<file path="src/rtl/vga_timing_pkg.sv">
// Shared raster timing defaults (640x480@60), coordinate type and timing-total helpers.
package vga_timing_pkg;

    localparam int H_VISIBLE_DEF   = 640;
    localparam int H_FP_DEF        = 16;
    localparam int H_SYNC_DEF      = 96;
    localparam int H_BP_DEF        = 48;
    localparam int V_VISIBLE_DEF   = 480;
    localparam int V_FP_DEF        = 10;
    localparam int V_SYNC_DEF      = 2;
    localparam int V_BP_DEF        = 33;
    localparam int FRAME_CNT_W_DEF = 8;

    typedef logic [9:0] coord_t;

    function automatic int axis_total(input int visible, input int fp, input int sync, input int bp);
        return visible + fp + sync + bp;
    endfunction

    function automatic int h_total(input int visible, input int fp, input int sync, input int bp);
        return axis_total(visible, fp, sync, bp);
    endfunction

    function automatic int v_total(input int visible, input int fp, input int sync, input int bp);
        return axis_total(visible, fp, sync, bp);
    endfunction

endpackage

</file>
<file path="src/rtl/vga_timing_if.sv">
// Raster bus from the timing generator to renderers and game logic.
interface vga_timing_if #(
    parameter int FRAME_CNT_W = 8
);
    import vga_timing_pkg::*;

    coord_t                   DrawX;
    coord_t                   DrawY;
    logic                     blank;
    logic                     hs;
    logic                     vs;
    logic                     frame_start;
    logic                     vblank_start;
    logic [FRAME_CNT_W-1:0]   frame_count;
    logic                     vblank_flag;
    logic                     vblank_ack;

    modport master (
        output DrawX, DrawY, blank, hs, vs, frame_start, vblank_start,
        output frame_count, vblank_flag,
        input  vblank_ack
    );

    modport slave (
        input  DrawX, DrawY, blank, hs, vs, frame_start, vblank_start,
        input  frame_count, vblank_flag,
        output vblank_ack
    );

endinterface

</file>
<file path="src/rtl/vga_axis_counter.sv">
// One raster axis: wrapping position counter with visible and sync_n flags
// registered from the next count, so they line up with count_r.
module vga_axis_counter
    import vga_timing_pkg::*;
#(
    parameter int VISIBLE = 640,
    parameter int FP      = 16,
    parameter int SYNC    = 96,
    parameter int BP      = 48
) (
    input  logic   clk,
    input  logic   rst,
    input  logic   en,
    output coord_t count_r,
    output coord_t count_next_s,
    output logic   wrap_s,
    output logic   visible_r,
    output logic   sync_n_r
);

    localparam int     TOTAL    = axis_total(VISIBLE, FP, SYNC, BP);
    localparam coord_t LAST     = coord_t'(TOTAL - 1);
    localparam coord_t VIS_END  = coord_t'(VISIBLE);
    localparam coord_t SYNC_BEG = coord_t'(VISIBLE + FP);
    localparam coord_t SYNC_END = coord_t'(VISIBLE + FP + SYNC);

    logic visible_next_s;
    logic sync_n_next_s;

    // Next position and the flags that will describe it.
    always_comb begin
        wrap_s       = 1'b0;
        count_next_s = count_r;
        if (en) begin
            if (count_r == LAST) begin
                wrap_s       = 1'b1;
                count_next_s = 10'd0;
            end else begin
                count_next_s = count_r + 10'd1;
            end
        end else begin
            count_next_s = count_r;
        end
        visible_next_s = (count_next_s < VIS_END);
        sync_n_next_s  = !((count_next_s >= SYNC_BEG) && (count_next_s < SYNC_END));
    end

    // Position and flag registers; reset parks on the last position of the axis.
    always_ff @(posedge clk or posedge rst) begin
        if (rst) begin
            count_r   <= LAST;
            visible_r <= 1'b0;
            sync_n_r  <= 1'b1;
        end else begin
            count_r   <= count_next_s;
            visible_r <= visible_next_s;
            sync_n_r  <= sync_n_next_s;
        end
    end

endmodule

</file>
<file path="src/rtl/vga_timing_gen.sv">
// VGA raster source: pixel/line position, blank, syncs, frame/vblank events,
// frame counter and an acknowledged sticky vblank flag.
module vga_timing_gen
    import vga_timing_pkg::*;
#(
    parameter int H_VISIBLE   = H_VISIBLE_DEF,
    parameter int H_FP        = H_FP_DEF,
    parameter int H_SYNC      = H_SYNC_DEF,
    parameter int H_BP        = H_BP_DEF,
    parameter int V_VISIBLE   = V_VISIBLE_DEF,
    parameter int V_FP        = V_FP_DEF,
    parameter int V_SYNC      = V_SYNC_DEF,
    parameter int V_BP        = V_BP_DEF,
    parameter int FRAME_CNT_W = FRAME_CNT_W_DEF
) (
    input logic          vga_clk,
    input logic          reset,
    vga_timing_if.master vga
);

    localparam coord_t                 V_VIS_C = coord_t'(V_VISIBLE);
    localparam logic [FRAME_CNT_W-1:0] FC_ONE  = {{(FRAME_CNT_W-1){1'b0}}, 1'b1};
    localparam logic [FRAME_CNT_W-1:0] FC_ZERO = {FRAME_CNT_W{1'b0}};

    coord_t                 h_count_r, h_count_next_s, v_count_r, v_count_next_s;
    logic                   h_wrap_s, v_wrap_s;
    logic                   h_visible_r, v_visible_r, h_sync_n_r, v_sync_n_r;
    logic                   vblank_next_s, vblank_flag_next_s;
    logic                   frame_start_r, vblank_start_r, vblank_flag_r;
    logic [FRAME_CNT_W-1:0] frame_count_r;

    vga_axis_counter #(.VISIBLE(H_VISIBLE), .FP(H_FP), .SYNC(H_SYNC), .BP(H_BP)) u_h (
        .clk(vga_clk), .rst(reset), .en(1'b1),
        .count_r(h_count_r), .count_next_s(h_count_next_s), .wrap_s(h_wrap_s),
        .visible_r(h_visible_r), .sync_n_r(h_sync_n_r)
    );

    vga_axis_counter #(.VISIBLE(V_VISIBLE), .FP(V_FP), .SYNC(V_SYNC), .BP(V_BP)) u_v (
        .clk(vga_clk), .rst(reset), .en(h_wrap_s),
        .count_r(v_count_r), .count_next_s(v_count_next_s), .wrap_s(v_wrap_s),
        .visible_r(v_visible_r), .sync_n_r(v_sync_n_r)
    );

    // Vblank event for the upcoming pixel; a coinciding ack loses to the set.
    always_comb begin
        vblank_next_s      = (h_count_next_s == 10'd0) && (v_count_next_s == V_VIS_C);
        vblank_flag_next_s = vblank_flag_r;
        if (vblank_next_s) begin
            vblank_flag_next_s = 1'b1;
        end else if (vga.vblank_ack) begin
            vblank_flag_next_s = 1'b0;
        end else begin
            vblank_flag_next_s = vblank_flag_r;
        end
    end

    // Event pulses, frame counter and sticky flag; a vertical wrap means the next pixel is (0,0).
    always_ff @(posedge vga_clk or posedge reset) begin
        if (reset) begin
            frame_start_r  <= 1'b0;
            vblank_start_r <= 1'b0;
            frame_count_r  <= FC_ZERO;
            vblank_flag_r  <= 1'b0;
        end else begin
            frame_start_r  <= v_wrap_s;
            vblank_start_r <= vblank_next_s;
            vblank_flag_r  <= vblank_flag_next_s;
            if (vblank_next_s) begin
                frame_count_r <= frame_count_r + FC_ONE;
            end else begin
                frame_count_r <= frame_count_r;
            end
        end
    end

    assign vga.DrawX        = h_count_r;
    assign vga.DrawY        = v_count_r;
    assign vga.blank        = h_visible_r & v_visible_r;
    assign vga.hs           = h_sync_n_r;
    assign vga.vs           = v_sync_n_r;
    assign vga.frame_start  = frame_start_r;
    assign vga.vblank_start = vblank_start_r;
    assign vga.frame_count  = frame_count_r;
    assign vga.vblank_flag  = vblank_flag_r;

endmodule

</file>
<file path="src/flat_wrapper.sv">
// flat-port wrapper written by rule: the top's interface ports become plain ports
module vga_timing_gen_flat import vga_timing_pkg::*;
#(
    parameter int H_VISIBLE   = H_VISIBLE_DEF,
    parameter int H_FP        = H_FP_DEF,
    parameter int H_SYNC      = H_SYNC_DEF,
    parameter int H_BP        = H_BP_DEF,
    parameter int V_VISIBLE   = V_VISIBLE_DEF,
    parameter int V_FP        = V_FP_DEF,
    parameter int V_SYNC      = V_SYNC_DEF,
    parameter int V_BP        = V_BP_DEF,
    parameter int FRAME_CNT_W = FRAME_CNT_W_DEF
)
  (vga_clk, reset, vga_DrawX, vga_DrawY, vga_blank, vga_hs, vga_vs, vga_frame_start, vga_vblank_start, vga_frame_count, vga_vblank_flag, vga_vblank_ack);
  vga_timing_if #(.FRAME_CNT_W(FRAME_CNT_W)) vga_i ();
  input logic vga_clk;
  input logic reset;
  output wire logic [$bits(vga_i.DrawX)-1:0] vga_DrawX;
  output wire logic [$bits(vga_i.DrawY)-1:0] vga_DrawY;
  output wire logic [$bits(vga_i.blank)-1:0] vga_blank;
  output wire logic [$bits(vga_i.hs)-1:0] vga_hs;
  output wire logic [$bits(vga_i.vs)-1:0] vga_vs;
  output wire logic [$bits(vga_i.frame_start)-1:0] vga_frame_start;
  output wire logic [$bits(vga_i.vblank_start)-1:0] vga_vblank_start;
  output wire logic [$bits(vga_i.frame_count)-1:0] vga_frame_count;
  output wire logic [$bits(vga_i.vblank_flag)-1:0] vga_vblank_flag;
  input wire logic [$bits(vga_i.vblank_ack)-1:0] vga_vblank_ack;
  assign vga_DrawX = vga_i.DrawX;
  assign vga_DrawY = vga_i.DrawY;
  assign vga_blank = vga_i.blank;
  assign vga_hs = vga_i.hs;
  assign vga_vs = vga_i.vs;
  assign vga_frame_start = vga_i.frame_start;
  assign vga_vblank_start = vga_i.vblank_start;
  assign vga_frame_count = vga_i.frame_count;
  assign vga_vblank_flag = vga_i.vblank_flag;
  assign vga_i.vblank_ack = vga_vblank_ack;
  vga_timing_gen #(.H_VISIBLE(H_VISIBLE), .H_FP(H_FP), .H_SYNC(H_SYNC), .H_BP(H_BP), .V_VISIBLE(V_VISIBLE), .V_FP(V_FP), .V_SYNC(V_SYNC), .V_BP(V_BP), .FRAME_CNT_W(FRAME_CNT_W)) u_core (.vga_clk(vga_clk), .reset(reset), .vga(vga_i));
endmodule
</file>
<file path="config.mk">
export PLATFORM = sky130hd
export DESIGN_NAME = vga_timing_gen_flat
export DESIGN_NICKNAME = d
export VERILOG_FILES = /design/src/rtl/vga_timing_pkg.sv /design/src/rtl/vga_timing_if.sv /design/src/rtl/vga_axis_counter.sv /design/src/rtl/vga_timing_gen.sv /design/src/flat_wrapper.sv
export SDC_FILE = /design/constraint.sdc
export NUM_CORES = 1
export LEC_CHECK = 0
export ABC_CLOCK_PERIOD_IN_PS = 4100
export BUFFER_PORTS_ARGS = -buffer_cell sky130_fd_sc_hd__buf_2
export CORE_MARGIN = 1
export CORE_UTILIZATION = 54
export CTS_CLUSTER_DIAMETER = 100
export DETAILED_ROUTE_END_ITERATION = 16
export HOLD_SLACK_MARGIN = 0.06
export PLACE_DENSITY = 0.86
export SLEW_MARGIN = 20
export SYNTH_ARGS = -nofsm -noshare
export SYNTH_HDL_FRONTEND = slang
export SYNTH_SLANG_ARGS = --single-unit
</file>
<file path="constraint.sdc">
create_clock -name vga_clk -period 4.1 [get_ports vga_clk]
set_input_delay 1.025 -clock vga_clk [delete_from_list [all_inputs] [get_ports vga_clk]]
set_output_delay 1.025 -clock vga_clk [all_outputs]
set_load 0.05 [all_outputs]
</file>
==> flow_summary.yaml, run 1 <==
placement:
  post-place-ws_ps: 998
  io_buffer_count: 36
  dp.cells: 258
  place_congestion: 0.834
  hpwl_um: 2760
setup_path:
  arrival_ps: 3380
  critPathRequiredTime_ps: 4340
  ff2ff_path_depth: 8
  startpoint: "u_core.u_h.count_r[0]$_DFF_PP1_"
  crit_family: "simple AND/OR/NAND/NOR gates"
  r2r-start: "u_core.u_h.count_r[0]$_DFF_PP1_"
  worstPathCellList: "ha_1 > nand4_1 > nor4_1 > mux2_2 > a21oi_2 > nand4_4 > or2_4 > mux2_4"
  end_kind: "flip-flop"
  path_depth: 8
  slowest_stage: "dfstp_2"
  rr_endpoint: "u_core.vga.frame_count[1]$_DFFE_PP0P_"
  cp_max_fo: 9
  crit_end: "u_core.vga.frame_count[1]$_DFFE_PP0P_"
  crit_type: "flip-flop to flip-flop"
  slowest_delay_ps: 580
  cp-start-kind: "flip-flop"
  path_buf_inv: 0
  reg2reg_slack_ps: 950
drt:
  postRouteAntennaNets: 0
  first_iter_violations: 78
  vias: 1497
  wire_per_inst_um: 14.1
  drt_pass1_iterations: 4
  wirelength_um: 3740
  via_per_inst: 5.63
  drc: 0
logic_synthesis:
  synth_edf_count: 0
  ys_types: 48
  ys_seq_elements: 35
  seq_area_frac_synth_pct: 47.1
  async_flop_share_pct: 100
  synth_cells: 181
  synth_area_um2: 1890
  synth.avg_cell_area_um2: 10.5
  yosys_warnings: 0
  synth_fp_nets: 188
  yosys_most_used_dff: "dfrtp_1"
cts:
  cts_resized: 0
  postCtsSetupBuffers: 0
  htree_levels: 2
  clock_path_buffers: 2
  cts_buffers: 5
  root_buffer: "clkbuf_4"
  clkTransAtPathRegs_ps: 100
  clk_latency_ps: 340
  cts_tree: "built"
  cts_sinks: 35
  holdBufCountCts: 0
timing:
  fin_hold_ws_ps: 481
  report.final.slew_viol_count: 0
  worst_slack_ps: 954
  maxClockFrequency_mhz: 318
  rsz0062_at_grt: "false"
  finalHoldViolations: 0
  finalCritPeriodShare_pct: 76.7
  skew_ps: 4.14
  relSlewSlack_pct: 63.1
  finalSetupViolCount: 0
  fin_setup_tns_ps: 0
  worstMarginPinSlew_ps: 552
  min_period_ps: 3150
floorplan:
  core.rowCount: 21
  die_h_um: 61.2
  die_w_um: 61.2
  io_pins: 37
  dieArea_um2: 3750
  initial_utilization_pct: 56.7
  coreArea_um2: 3340
power:
  power_density_nw_per_um2: 249
  p_leak_uw: 0.000935
  ir_drop_v: 0.000203
cells_and_area:
  fin_util_pct: 64.4
  n_antenna_cell: 0
  num-nets-final: 226
  drive_gt1_share_pct: 33.2
  area.growth.synth_to_final_pct: 13.5
  fill_cells: 286
  layout.cells.non_filler: 266
global_routing:
  grt_use_total_pct: 22.0
  antenna_found_initial: 0
  grt_pass1_vias: 1300
  grt_pass1_wl_um: 5930
  grt_max_degree: 30
  overflow: 0
run:
  cap_violations: 0
hold_path:
  hp-class: "flip-flop to flip-flop"
status:
  outcome: "finished, final reports clean"
==> cells by family (layout without fill, tap and decap cells) <==
kind of cell | Yosys count | in the layout | synth area share (%)
simple gates | 80 | 80 | 26.6
flops | 35 | 35 | 47.1
compound gates | 26 | 26 | 9.45
xor+xnor | 16 | 16 | 7.40
buf+inv | 16 | 55 | 4.23
fa+ha+maj | 4 | 4 | 2.64
mux | 4 | 4 | 2.64
==> routing by layer <==
metal / up-vias / track usage (%) / part of all wire (%)
met5: - / 0 / 0
met4: 0 / 11.7 / 1.9
met3: 9 / 4.62 / 4.6
met2: 42 / 30.7 / 46
met1: 717 / 32.1 / 48
li1: 729 / - / -
==> cells in the mapped netlist, drive strengths merged (2+ instances only) <==
cell type  number  area share, %
ha              4            2.6
or3             5            1.7
buf             5            2.0
dfstp          12             17
nand3b          2           0.79
o21ai          11            2.9
nor2            7            1.4
nand2          21            4.4
inv            10            2.0
nor4b           2            1.6
mux2i           2            1.3
and2            3           0.99
dfrtp          23             30
nand3          11            2.9
nor3            7            2.4
nand4           6            2.8
o31ai           2           0.79
mux2            2            1.4
xor2           10            4.6
nor4            7            3.1
xnor2           6            2.8
nand2b          2           0.66
a21oi           6            2.4
==> stage by stage <==
stage	cell area (um2)	power (uW)
4_1_cts	2150	543
6_report	2150	536
2_1_floorplan	1890	357
5_1_grt	2150	555
3_3_place_gp	2100	360
3_5_place_dp	2100	360
==> worst min path at each step <==
stage	end	startpoint	depth (start not counted)	slack (ps)
final	u_core.vga.frame_count[7]$_DFFE_PP0P_	u_core.vga.frame_count[7]$_DFFE_PP0P_	1	480
after CTS	u_core.vga.frame_count[7]$_DFFE_PP0P_	u_core.vga.frame_count[7]$_DFFE_PP0P_	1	470
after floorplan	u_core.u_h.count_r[0]$_DFF_PP1_	u_core.u_h.count_r[0]$_DFF_PP1_	1	610
after global routing	u_core.vga.frame_count[7]$_DFFE_PP0P_	u_core.vga.frame_count[7]$_DFFE_PP0P_	1	500
after global placement	u_core.vga.frame_count[7]$_DFFE_PP0P_	u_core.vga.frame_count[7]$_DFFE_PP0P_	1	450
after detailed placement	u_core.vga.frame_count[7]$_DFFE_PP0P_	u_core.vga.frame_count[7]$_DFFE_PP0P_	1	460
==> sequential cells by signal (all words and copies together), names as in the netlist <==
name,cells
u_core.u_h.sync_n_r,1
u_core.vga.frame_count,8
u_core.u_h.count_r,10
u_core.vga.vblank_flag,1
u_core.vga.vblank_start,1
u_core.u_h.visible_r,1
u_core.vga.frame_start,1
u_core.u_v.sync_n_r,1
u_core.u_v.count_r,10
u_core.u_v.visible_r,1
==> worst register-to-register path: stages (launching register included) <==
cell and delay [ps]:
dfstp_2 580, ha_1 250, nand4_1 300, nor4_1 530, mux2_2 400, a21oi_2 200
nand4_4 180, or2_4 310, mux2_4 300
==> cells in the final DEF (no fill, tap or decap), drive strengths merged, types with 2 or more instances in the layout <==
cell,count
clkbuf,6
inv,10
mux2i,2
nand4,6
nand2,21
and2,3
xor2,10
buf,37
ha,4
o31ai,2
nor3,7
nor4b,2
nor2,7
dfrtp,23
mux2,2
xnor2,6
nor4,7
nand3b,2
nand3,11
nand2b,2
a21oi,6
dfstp,12
or3,5
o21ai,11
==> layout make-up <==
cell class | instances | area, um2 | area share, %
Clock inverter | 2 | 12.5 | 0.582
Multi-Input combinational cell | 130 | 922 | 42.9
Sequential cell | 35 | 891 | 41.4
Clock buffer | 6 | 41.3 | 1.92
Tap cell | 46 | 57.6 | 2.68
Timing Repair Buffer | 37 | 188 | 8.73
Inverter | 10 | 37.5 | 1.75
==> power breakdown <==
group	leakage, uW	internal [uW]	switching (uW)	total (uW)
combinational	0.000476	1.38	6.44	7.81
clock	0.0000282	66.1	116	182
sequential	0.000431	346	0.0000000000000167	346
total	0.000935	413	123	536
Power figures use the tool's default switching activity.
==> run 2: changes to the inputs <==
ABC_AREA = 1   (was default)
ABC_CLOCK_PERIOD_IN_PS = 2600   (was 4100)
CORE_UTILIZATION = 51   (was 54)
PLACE_DENSITY = 0.84   (was 0.86)
clock period = 2.6 ns   (was 4.1 ns; I/O delays follow)
==> run 2 against run 1 <==
  * Final cell count grew 48%
  * Sequential power rose by 58%
  * Utilization shrank 1.6 points
  * Combinational power increased by 63%
  * Largest cell class unchanged
==> flow_summary.yaml, run 2 <==
status:
  outcome: "finished, final reports clean"
setup_path:
  cp_max_fo: 10
  startpoint: "u_core.u_h.count_r[0]$_DFF_PP1_"
  worstPathCellList: "ha_1 > nand2_2 > inv_2 > nand2_4 > nor2_4 > nand2_1 > nand2_1 > nand2_1 > clkinv_1 > nand2_4 > nor2_8 > nand3_4 > nand2_1 > nand2_1"
  crit_type: "flip-flop to flip-flop"
  cp-start-kind: "flip-flop"
  cp_common_cell: "nand2_1"
  critPathRequiredTime_ps: 2790
  end_kind: "flip-flop"
  crit_family: "simple AND/OR/NAND/NOR gates"
  slowest_delay_ps: 570
  slowest_stage: "dfstp_2"
  rr_endpoint: "u_core.vga.frame_count[6]$_DFFE_PP0P_"
  arrival_ps: 2470
  path_buf_inv: 2
  ff2ff_path_depth: 14
  reg2reg_slack_ps: 320
  r2r-start: "u_core.u_h.count_r[0]$_DFF_PP1_"
cells_and_area:
  fill_cells: 366
  fin_util_pct: 62.8
  num-nets-final: 349
  n_antenna_cell: 0
  drive_gt1_share_pct: 26.8
  area.growth.synth_to_final_pct: 15.0
  final_cell_mix: "nand2_1, inv_1, buf_2"
  layout_commonest_cell: "nand2_1"
  layout.cells.non_filler: 393
drt:
  drc: 0
  vias: 2023
  wirelength_um: 4910
  wire_per_inst_um: 12.5
  drt_pass1_iterations: 4
  postRouteAntennaNets: 0
  via_per_inst: 5.15
  first_iter_violations: 144
placement:
  io_buffer_count: 36
  hpwl_um: 3720
  place_congestion: 0.927
  post-place-ws_ps: 243
  dp.cells: 385
cts:
  clkTransAtPathRegs_ps: 70
  clk_latency_ps: 290
  cts_tree: "built"
  holdBufCountCts: 0
  cts_buffers: 5
  htree_levels: 2
  cts_sinks: 35
  clock_path_buffers: 2
  root_buffer: "clkbuf_8"
global_routing:
  grt_pass1_vias: 1880
  grt_max_degree: 36
  grt_use_total_pct: 24.7
  antenna_found_initial: 0
  overflow: 0
  grt_pass1_wl_um: 8400
power:
  combPwrFrac_pct: 1.3
  p_int_uw: 761
  totalPowerFinal_uw: 967
  p_sw_share_pct: 21.3
  power_frac_clock_pct: 42.3
  power_density_nw_per_um2: 377
  ir_drop_v: 0.000259
  switchingPower_uw: 206
  p_seq_share_pct: 56.4
  p_leak_uw: 0.00146
floorplan:
  die_w_um: 68.2
  dieArea_um2: 4650
  die_h_um: 68.2
  coreArea_um2: 4090
  core.rowCount: 23
  io_pins: 37
  initial_utilization_pct: 54.6
timing:
  finalCritPeriodShare_pct: 87.7
  maxClockFrequency_mhz: 438
  skew_ps: 11.4
  rsz0062_at_grt: "false"
  min_period_ps: 2280
  report.final.slew_viol_count: 0
  worst_slack_ps: 319
  fin_setup_tns_ps: 0
  finalSetupViolCount: 0
  relSlewSlack_pct: 71.5
  finalHoldViolations: 0
  worstMarginPinSlew_ps: 427
run:
  cap_violations: 0
logic_synthesis:
  synth.most_common_cell: "nand2_1"
  synth.avg_cell_area_um2: 7.47
  ys_top_cells_by_count: "nand2_1, inv_1, nor2_1"
  yosys_most_used_dff: "dfrtp_1"
  seq_area_frac_synth_pct: 39.9
  synth_edf_count: 0
  synthTopCellsByArea: "dfrtp_1, nand2_1, dfstp_2"
  ys_seq_elements: 35
  yosysTopAreaCell: "dfrtp_1"
  synth_area_um2: 2230
  synth_fp_nets: 306
  ys_types: 29
  synth_cells: 299
  synth_top_area_share_pct: 25.8
  yosys_warnings: 0
  async_flop_share_pct: 100
hold_path:
  hp-class: "input port to async pin"
[run 2: per-stage QoR]
step / hold WS (ps) / area (um2)
2_1_floorplan: 629 / 2230
3_3_place_gp: 496 / 2470
3_5_place_dp: 508 / 2470
4_1_cts: 454 / 2560
5_1_grt: 494 / 2570
6_report: 442 / 2570
[run 2: worst reg2reg max path: stages, from the launching register on]
cell      delay, ps
dfstp_2         570
ha_1            190
nand2_2         110
inv_2           110
nand2_4          70
nor2_4          240
nand2_1          90
nand2_1         140
nand2_1          80
clkinv_1         70
nand2_4          60
nor2_8          130
nand3_4         140
nand2_1         100
nand2_1          60
[run 2: cell type report]
type / count / area (um2) / area share [%]
Clock buffer: 7 / 86.3 / 3.36
Clock inverter: 1 / 5.00 / 0.195
Inverter: 48 / 180 / 7.02
Multi-Input combinational cell: 214 / 1150 / 44.7
Sequential cell: 35 / 891 / 34.7
Tap cell: 50 / 62.6 / 2.44
Timing Repair Buffer: 38 / 195 / 7.61
[run 2: how the worst max path moves through the flow]
stage	to	cells past startpoint	slack, ps
detailed placement	u_core.vga.frame_count[6]$_DFFE_PP0P_	12	240
floorplan	u_core.vga.frame_count[4]$_DFFE_PP0P_	13	370
global placement	u_core.vga.frame_count[7]$_DFFE_PP0P_	12	350
finish	u_core.vga.frame_count[6]$_DFFE_PP0P_	14	320
global route	u_core.vga.frame_count[2]$_DFFE_PP0P_	12	120
CTS	u_core.vga.frame_count[6]$_DFFE_PP0P_	12	230
[run 2: cell families after synthesis]
logic type | after synthesis | synth area share, %
AND/OR/NAND/NOR | 196 | 43.8
buffers and inverters | 50 | 9.08
flip-flops | 35 | 39.9
AO/OA/AOI/OAI | 7 | 2.19
XOR/XNOR | 7 | 2.75
adder cells (fa/ha/maj) | 4 | 2.24
[run 2: per-layer routing]
metal | vias to the layer above | wire length [um] | GRT usage, %
met5 | - | 0 | 0
met4 | 0 | 109 | 9.64
met3 | 10 | 277 | 5.17
met2 | 65 | 2290 | 38.7
met1 | 934 | 2240 | 33.2
li1 | 1014 | - | -
[run 2: power groups by stage]
stage                     logic [uW]  clock network [uW]  registers, uW
after CTS                       13.8                 419            545
after floorplan                 7.86                   0            555
after detailed placement        13.7                   0            555
after global routing            15.5                 451            545
final                           12.7                 409            545
after global placement          13.5                   0            555
[run 2: timing repair]
item                                    in CTS  in global routing
endpoints found under the setup margin       0                  4
gates resized for setup                      0                  1
endpoints found under the hold margin        0                  0
buffers inserted                             0                  0
==> run 3: changes to the inputs <==
CORE_MARGIN = 10   (was 1)
CORE_UTILIZATION = 53   (was 51)
CTS_BUF_LIST = sky130_fd_sc_hd__clkbuf_2   (was default)
PLACE_DENSITY = 0.87   (was 0.84)
==> run 3 against run 2 <==
  * Clock skew increased by 5.7 ps
  * Global-route usage fell by 9.7 points
  * Via count up 1.1%
  * Critical path depth fell by 2
  * Total power down 16%
  * Sequential power hardly changed
  * Utilization down 0.44 points
  * Final cell count unchanged
  * Wire length rose by 5.0%
  * Maximum frequency decreased by 4.3%
  * Critical path type unchanged
  * Critical endpoint is now u_core.vga.frame_count[2]$_DFFE_PP0P_
  * Largest power group unchanged
==> flow_summary.yaml, run 3 (same netlist as run 2, synthesis figures left out) <==
timing:
  finalHoldViolations: 0
  finalSetupViolCount: 0
  worst_slack_ps: 217
  rsz0062_at_grt: "false"
  min_period_ps: 2380
  worstMarginPinSlew_ps: 436
  maxClockFrequency_mhz: 420
  finalCritPeriodShare_pct: 91.6
  fin_setup_tns_ps: 0
  report.final.slew_viol_count: 0
  relSlewSlack_pct: 71.0
  skew_ps: 17.0
setup_path:
  end_kind: "flip-flop"
  startpoint: "u_core.u_h.count_r[0]$_DFF_PP1_"
  path_buf_inv: 0
  slowest_delay_ps: 620
  crit_family: "simple AND/OR/NAND/NOR gates"
  ff2ff_path_depth: 12
  worstPathCellList: "ha_1 > nand2_2 > nor2_4 > nand3_2 > nand3_1 > nand2_1 > nor2_1 > nand2_1 > nor2_4 > nand3_4 > nand2_1 > nand2_1"
  slowest_stage: "dfstp_2"
  crit_type: "flip-flop to flip-flop"
  critPathRequiredTime_ps: 2920
  cp_max_fo: 12
  cp-start-kind: "flip-flop"
  r2r-start: "u_core.u_h.count_r[0]$_DFF_PP1_"
  path_depth: 12
  cp_common_cell: "nand2_1"
  arrival_ps: 2700
placement:
  place_congestion: 0.916
  io_buffer_count: 36
  post-place-ws_ps: 234
  hpwl_um: 4050
  dpl_cell_area_um2: 2470
  dp.cells: 385
cts:
  cts_sinks: 35
  cts_resized: 0
  clkTransAtPathRegs_ps: 190
  cts_buffers: 5
  root_buffer: "clkbuf_2"
  clock_path_buffers: 2
  holdBufCountCts: 0
  cts_tree: "built"
  htree_levels: 2
  postCtsSetupBuffers: 0
  clk_latency_ps: 390
drt:
  wirelength_um: 5150
  postRouteAntennaNets: 0
  via_per_inst: 5.20
  wire_per_inst_um: 13.1
  drc: 0
  vias: 2045
  first_iter_violations: 130
  drt_pass1_iterations: 4
cells_and_area:
  drive_gt1_share_pct: 27.1
  layout_commonest_cell: "nand2_1"
  multi_input_area_um2: 1140
  n_antenna_cell: 0
  fin_area_um2: 2510
  area.growth.synth_to_final_pct: 12.6
  num-nets-final: 349
  layout.cells.non_filler: 393
  final_cell_mix: "nand2_1, inv_1, buf_2"
  fill_cells: 346
  seq_area_um2: 891
global_routing:
  grt_max_degree: 36
  antenna_found_initial: 0
  grt_pass1_vias: 1972
  grt_use_total_pct: 15.0
  overflow: 0
  grt_pass1_wl_um: 9150
floorplan:
  die_h_um: 84.9
  initial_utilization_pct: 55.4
  dieArea_um2: 7210
  die_w_um: 84.9
  io_pins: 37
  core.rowCount: 23
  coreArea_um2: 4030
power:
  ir_drop_v: 0.000337
  totalPowerFinal_uw: 817
  power_density_nw_per_um2: 325
  p_leak_uw: 0.00143
run:
  cap_violations: 0
status:
  outcome: "finished, final reports clean"
hold_path:
  hp-class: "input port to async pin"
-- run 3: where the power goes --
group	internal, uW	leakage [uW]	switching [uW]	total [uW]
clock	63.7	0.0000250	195	258
combinational	2.16	0.000978	10.6	12.8
sequential	546	0.000431	0.0000000000000388	546
total	612	0.00143	205	817
-- run 3: per-stage QoR --
step	hold slack, ps	util (%)
finish	312	62.4
global route	303	62.4
CTS	306	62.4
detailed placement	516	61.2
global placement	496	61.2
floorplan	629	-
-- run 3: routing by layer --
layer	track usage (%)	share of wire, %
met5	0	0
met4	4.04	0.78
met3	4.40	7.2
met2	24.5	49
met1	18.7	43
-- run 3: area by class of cell --
cell class | instances | share of cell area, %
Clock buffer | 5 | 0.996
Clock inverter | 3 | 0.797
Inverter | 48 | 7.17
Multi-Input combinational cell | 214 | 45.3
Sequential cell | 35 | 35.5
Tap cell | 50 | 2.49
Timing Repair Buffer | 38 | 7.77
-- run 3: worst paths after layout --
path                                                         end  slack (ps)
max in group asynchronous          u_core.u_v.sync_n_r$_DFF_PP1_        1940
min reg2reg                   u_core.vga.vblank_flag$_DFFE_PP0P_         550
max reg2reg                u_core.vga.frame_count[2]$_DFFE_PP0P_         220
min                        u_core.vga.frame_count[2]$_DFFE_PP0P_         310
min in group vga_clk          u_core.vga.vblank_flag$_DFFE_PP0P_         410
max                        u_core.vga.frame_count[2]$_DFFE_PP0P_         220
-- run 3: worst register-to-register path, cell delays in order (launching register included) --
cell	delay [ps]
dfstp_2	620
ha_1	200
nand2_2	120
nor2_4	160
nand3_2	240
nand3_1	200
nand2_1	100
nor2_1	110
nand2_1	80
nor2_4	190
nand3_4	160
nand2_1	100
nand2_1	50
